$ cat src/rtl/serial_add_ctrl.sv
// Bit-serial adder controller: streams two WIDTH-bit operands LSB-first through
// a 1-bit full-adder cell and reports sum, carry-out, signed overflow and group propagate.
module serial_add_ctrl #(
    parameter int unsigned WIDTH = 8
) (
    input  logic             clk,
    input  logic             rst,
    input  logic             start,
    input  logic [WIDTH-1:0] a,
    input  logic [WIDTH-1:0] b,
    input  logic             cin,
    output logic             busy,
    output logic             done,
    output logic [WIDTH-1:0] sum,
    output logic             cout,
    output logic             ovf,
    output logic             p_all
);

    localparam int unsigned CW = $clog2(WIDTH) + 1;

    typedef enum logic [1:0] {
        S_IDLE = 2'd0,
        S_RUN  = 2'd1,
        S_DONE = 2'd2
    } state_t;

    state_t           r_state;
    state_t           w_state_nxt;

    logic [WIDTH-1:0] r_sa;
    logic [WIDTH-1:0] r_sb;
    logic [WIDTH-1:0] r_ss;
    logic             r_c;
    logic             r_pa;
    logic [CW-1:0]    r_cnt;

    logic             w_ai;
    logic             w_bi;
    logic             w_p;
    logic             w_si;
    logic             w_co;
    logic             w_last;

    // 1-bit full-adder cell; generate output is not needed without lookahead
    assign w_ai   = r_sa[0];
    assign w_bi   = r_sb[0];
    assign w_p    = w_ai ^ w_bi;
    assign w_si   = w_p ^ r_c;
    assign w_co   = (w_ai & w_bi) | (w_p & r_c);
    assign w_last = (r_cnt == CW'(WIDTH - 1));

    always_ff @(posedge clk or posedge rst) begin
        if (rst) begin
            r_state <= S_IDLE;
        end else begin
            r_state <= w_state_nxt;
        end
    end

    always_comb begin
        w_state_nxt = r_state;
        case (r_state)
            S_IDLE:  if (start) w_state_nxt = S_RUN;
            S_RUN:   if (w_last) w_state_nxt = S_DONE;
            S_DONE:  w_state_nxt = S_IDLE;
            default: w_state_nxt = S_IDLE;
        endcase
    end

    // Status flags registered from the next state so they track the state register exactly
    always_ff @(posedge clk or posedge rst) begin
        if (rst) begin
            busy <= 1'b0;
            done <= 1'b0;
        end else begin
            busy <= (w_state_nxt != S_IDLE);
            done <= (w_state_nxt == S_DONE);
        end
    end

    always_ff @(posedge clk or posedge rst) begin
        if (rst) begin
            r_sa  <= '0;
            r_sb  <= '0;
            r_ss  <= '0;
            r_c   <= 1'b0;
            r_pa  <= 1'b0;
            r_cnt <= '0;
            sum   <= '0;
            cout  <= 1'b0;
            ovf   <= 1'b0;
            p_all <= 1'b0;
        end else begin
            case (r_state)
                S_IDLE: begin
                    if (start) begin
                        r_sa  <= a;
                        r_sb  <= b;
                        r_c   <= cin;
                        r_pa  <= 1'b1;
                        r_cnt <= '0;
                    end
                end
                S_RUN: begin
                    r_sa  <= {1'b0, r_sa[WIDTH-1:1]};
                    r_sb  <= {1'b0, r_sb[WIDTH-1:1]};
                    r_ss  <= {w_si, r_ss[WIDTH-1:1]};
                    r_c   <= w_co;
                    r_pa  <= r_pa & w_p;
                    r_cnt <= r_cnt + CW'(1);
                    // On the MSB step r_c is the carry into the MSB
                    if (w_last) begin
                        sum   <= {w_si, r_ss[WIDTH-1:1]};
                        cout  <= w_co;
                        ovf   <= r_c ^ w_co;
                        p_all <= r_pa & w_p;
                    end
                end
                default: ;
            endcase
        end
    end

endmodule
$ cat config.mk
export PLATFORM = sky130hd
export DESIGN_NAME = serial_add_ctrl
export DESIGN_NICKNAME = d
export VERILOG_FILES = /design/src/rtl/serial_add_ctrl.sv
export SDC_FILE = /design/constraint.sdc
export NUM_CORES = 1
export LEC_CHECK = 0
export CORE_MARGIN = 2
export CORE_UTILIZATION = 40
export DETAILED_ROUTE_END_ITERATION = 7
export PLACE_DENSITY = 0.76
export SYNTH_ARGS = -nofsm -noshare
export SYNTH_HDL_FRONTEND = slang
export SYNTH_SLANG_ARGS = --single-unit
$ cat constraint.sdc
create_clock -name clk -period 1.5 [get_ports clk]
set_clock_uncertainty 0.15 [all_clocks]
set_input_delay 0.45 -clock clk [delete_from_list [all_inputs] [get_ports clk]]
set_output_delay 0.45 -clock clk [all_outputs]
set_load 0.1 [all_outputs]
* After elaboration in Yosys (flattened, before gate mapping)
Cells that the tools add are included.
Operators by class: add/sub/neg operators 1, equal/unequal tests 4, multiplexer cells 13, bitwise logic cells 7, reductions and logical operators 5
Operators by type and width (number):
- 8-bit case mux with 2 select lines | 2
- 8-bit two-way mux | 2
- 4-bit case mux with 2 select lines | 1
- 4-bit by 1-bit adder with 4-bit output, second input constant | 1
- 4-bit by 3-bit == test with 1-bit output, second input constant | 1
- 2-bit two-way mux | 2
- 4-bit two-way mux | 1
- 1-bit case mux with 2 select lines | 2
- 2-bit case mux with 2 select lines | 1
- 2-bit AND reduction | 2
- 2-bit nonzero test | 2
- 1-bit bitwise AND | 3
- 1-bit XOR | 3
- 2-bit by 1-bit == test with 1-bit output, second input constant | 1
- 2-bit == test, second input constant | 1
- 2-bit zero test | 1
- 1-bit two-way mux | 2
- 2-bit inequality test, second input constant | 1
- 1-bit bitwise OR | 1
Storage, ports and cells: register bits after elaboration 45, input bits 20

* Logic depth before layout (Yosys ltp)
word-level depth 4, mapped depth 5

* Least setup slack after synthesis
No wires, ideal clock.
kind register -> register, start point reg r_cnt[0], end point reg cout, setup time 0.126 ns, arrival time 1.284 ns, setup slack -0.060 ns, cell stages (with the launch flop) 6, clock period less this slack 1.560 ns, cell sequence dfrtp_1 ha_1 nand2_1 nor3_4 buf_6 mux2_4
Between the ends: longest elaborated chain between the ends 2
Ends and longest elaborated chain:
- from (decl) | line 36 | logic [CW-1:0] r_cnt;
- from (signal assigned) | line 111 | r_cnt <= r_cnt + CW'(1);
- 4-bit by 3-bit == test with 1-bit output | line 51 | assign w_last = (r_cnt == CW'(WIDTH - 1));
- 2-bit AND reduction (no source line)
- to (signal assigned) | line 115 | cout <= w_co;
- to (decl) | line 15 | output logic cout,
No other way between the ends. A chain may end at the register's enable or synchronous reset.

* Worst setup path in the final report
start point reg r_cnt[1], end point reg sum[6]
Between the ends: longest elaborated chain between the ends 2
Ends and longest elaborated chain:
- 4-bit by 3-bit == test with 1-bit output | line 51
- 2-bit AND reduction (no source line)
- to (signal assigned) | line 114 | sum <= {w_si, r_ss[WIDTH-1:1]};
- to (decl) | line 14 | output logic [WIDTH-1:0] sum,
No other way between the ends.

==> flow_summary.ini <==
[final_layout]
layout_common_cells = sky130_fd_sc_hd__nand2_1 (59), sky130_fd_sc_hd__dfrtp_1 (44), sky130_fd_sc_hd__buf_4 (34), sky130_fd_sc_hd__clkdlybuf4s50_1 (19), sky130_fd_sc_hd__buf_12 (16)
final_cell_area_sq_um = 2800
diodes = 0
non_filler_instance_count_after_layout = 291
final_common_cell = sky130_fd_sc_hd__nand2_1
final_net_count = 262
flow.area_growth_from_synthesis_pct = 50.8
post_route_cells_drive_above_1_share = 0.326

[sta]
hold_viol = 0
final-setup-viol-count = 11
final_max_slew_viol_count = 0
finalCritPeriodShare = 1.04
rsz0062_at_grt = yes
final.min_clock_period_ps = 1560
worst-slew-pin-transition_ps = 249
clock.fmax_ghz = 0.639
fin_ws_ps = -64.8
max-slew-margin-rel = 0.833
setup_tns_ps = -584

[detailed_routing]
drt_iter0_markers = 40
totalWireLength_mm = 3.67
number_of_nets_with_antenna_violations_after_detailed_routing = 0
via_to_cell_ratio = 4.88
detail_route.first_pass.iterations = 6
wire_per_inst_um = 12.6
drt_drc_violations_left = 0
vias = 1419

[power]
fin_total_pwr_w = 0.00625
power_density_nw_per_um2 = 2230
cellLeakagePower_nw = 1.38
ir_drop_mv = 0.842

[floorplanning]
io-pin-count = 33
die-height_um = 72.2
rows = 24
dieArea_sq_um = 5210
dieWidth_um = 72.2
floorplan.initialDensity = 0.421
core_sq_um = 4410

[global_route]
globalRouteTotalUtil = 0.157
globalRouteOverflowTotal = 0
grt_antenna_before_repair = 0
grt_start_max_net_pins = 26
grt_first_pass_wirelength_mm = 6.27
via_count_of_the_first_global_routing_pass = 1464

[clock_tree]
cts_sinks = 44
clock_latency_of_the_later_clocked_register_in_the_worst_skew_pair_ps = 290
clockRootBuffer = sky130_fd_sc_hd__clkbuf_8
clock_tree.htree_level_count = 2
clock_path_buffers = 2
clk_pin_slew_ps = 70
num_cts_buffers = 5
cts_tree = yes
post_cts_hold_buffer_count = 0

[logic_synthesis]
synthesis.nets = 191
synth_top_area_frac = 0.593
synth_top_flop_cell = sky130_fd_sc_hd__dfrtp_1
synth.top_cells.by_area = sky130_fd_sc_hd__dfrtp_1 (59%), sky130_fd_sc_hd__nand2_1 (12%), sky130_fd_sc_hd__mux2_4 (6.5%)
post_synth_inst_count = 168
netlist-cell-type-count = 27
synth_edf_count = 0
mappedNetlistArea_sq_um = 1860
postSynthAreaPerCell_sq_um = 11.1
synth_sequential_area_ratio = 0.593
async_flop_share = 1.00
synth.ff_latch_count = 44
synth_area_leader_cell = sky130_fd_sc_hd__dfrtp_1
yosysWarnings = 0

[setup_path]
worstSetupEndpointType = register
critPathArrivalTime_ps = 1600
crit_path_start_kind = register
worst-path-max-fanout = 7
crit_type = reg -> reg
worstPathRequired_ps = 1530

[job]
drv.max_cap_violation_count = 0

[placed_design]
placedCellCount = 267
placement_stage_cell_area_sq_um = 2550
post-dp-hpwl_mm = 2.60
io_buffers = 32
routabilityCongestion = 0.761

[outcome]
result_of_the_run = finished, violations left
failing_checks = setup timing

[min_path]
worstHoldPathType = in -> async
==> metal layers <==
| layer | track usage | up-vias | part of all wire |
|---|---|---|---|
| met2 | 0.267 | 30 | 0.53 |
| li1 | - | 696 | - |
| met3 | 0.0333 | 8 | 0.035 |
| met5 | 0 | - | 0 |
| met4 | 0.0755 | 0 | 0.020 |
| met1 | 0.191 | 685 | 0.42 |
==> sequential cells by signal, summed over array words and instances (netlist names) <==
| name | cells |
|---|---|
| busy | 1 |
| cout | 1 |
| done | 1 |
| ovf | 1 |
| p_all | 1 |
| r_c | 1 |
| r_cnt | 4 |
| r_pa | 1 |
| r_sa | 8 |
| r_sb | 8 |
| r_ss | 7 |
| r_state | 2 |
| sum | 8 |
==> path summary, 6_finish.rpt <==
kind                       startpoint      end  slack, ps  depth (start not counted)
min                               rst   sum[5]        260                          2
max in group asynchronous         rst  r_sb[4]        580                          3
min in group clk              r_sa[4]  r_sa[4]        330                          2
min reg2reg                   r_sa[4]  r_sa[4]        330                          2
max                          r_cnt[1]   sum[6]        -60                          5
max reg2reg                  r_cnt[1]   sum[6]        -60                          5
==> cells in the mapped netlist (2+ instances only) <==
master and n:
sky130_fd_sc_hd__a22oi_1 15, sky130_fd_sc_hd__buf_2 4, sky130_fd_sc_hd__clkbuf_1 3, sky130_fd_sc_hd__dfrtp_1 44, sky130_fd_sc_hd__ha_1 2, sky130_fd_sc_hd__inv_1 4, sky130_fd_sc_hd__mux2_2 2, sky130_fd_sc_hd__mux2_4 8
sky130_fd_sc_hd__mux2i_1 2, sky130_fd_sc_hd__nand2_1 60, sky130_fd_sc_hd__nor2_1 2, sky130_fd_sc_hd__nor3b_1 2, sky130_fd_sc_hd__o21ai_0 6
==> worst max-delay path, stage by stage, from the launching register on <==
cell and delay [ps]:
sky130_fd_sc_hd__dfrtp_1 390, sky130_fd_sc_hd__ha_4 160, sky130_fd_sc_hd__nand2_4 50, sky130_fd_sc_hd__nor3_4 230
sky130_fd_sc_hd__buf_12 170, sky130_fd_sc_hd__mux2_4 300
==> where the power goes <==
part           internal [W]  switching [W]
sequential          0.00166       0.000388
clock              0.000317       0.000373
combinational       0.00163        0.00189
==> cells by family (layout without fill, tap and decap cells) <==
family                   count (synthesis)  in the layout  synth area share
multiplexers                            12             12            0.0875
adder cells (fa/ha/maj)                  3              3            0.0242
AND/OR/NAND/NOR                         70             70             0.162
AO/OA/AOI/OAI                           26             26            0.0976
XOR/XNOR                                 1              1           0.00471
flip-flops                              44             44             0.593
buffers and inverters                   12             83            0.0310
==> stage by stage <==
| step | hold slack (ps) | setup slack, ps | util |
|---|---|---|---|
| 2_1_floorplan | 296 | -47.0 | - |
| 3_3_place_gp | 308 | -248 | 0.578 |
| 3_5_place_dp | 313 | -257 | 0.578 |
| 4_1_cts | 261 | -72.9 | 0.611 |
| 5_1_grt | 260 | -133 | 0.635 |
| 6_report | 263 | -64.8 | 0.635 |
==> final cells by class <==
cell class / instances / area (sq um)
sequential: 44 / 1100
inverter: 4 / 18.8
fill: 365 / 1610
timing repair buffer: 72 / 800
clock inverter: 1 / 5.00
clock buffer: 6 / 72.6
tap: 52 / 65.1
multi-input combinational: 112 / 739
==> timing repair <==
action,4_1_cts,5_1_grt
pin swaps,0,3
setup buffers,7,10
endpoints found under the setup margin,22,28
resized for setup,4,6
Power figures use the tool's default switching activity.
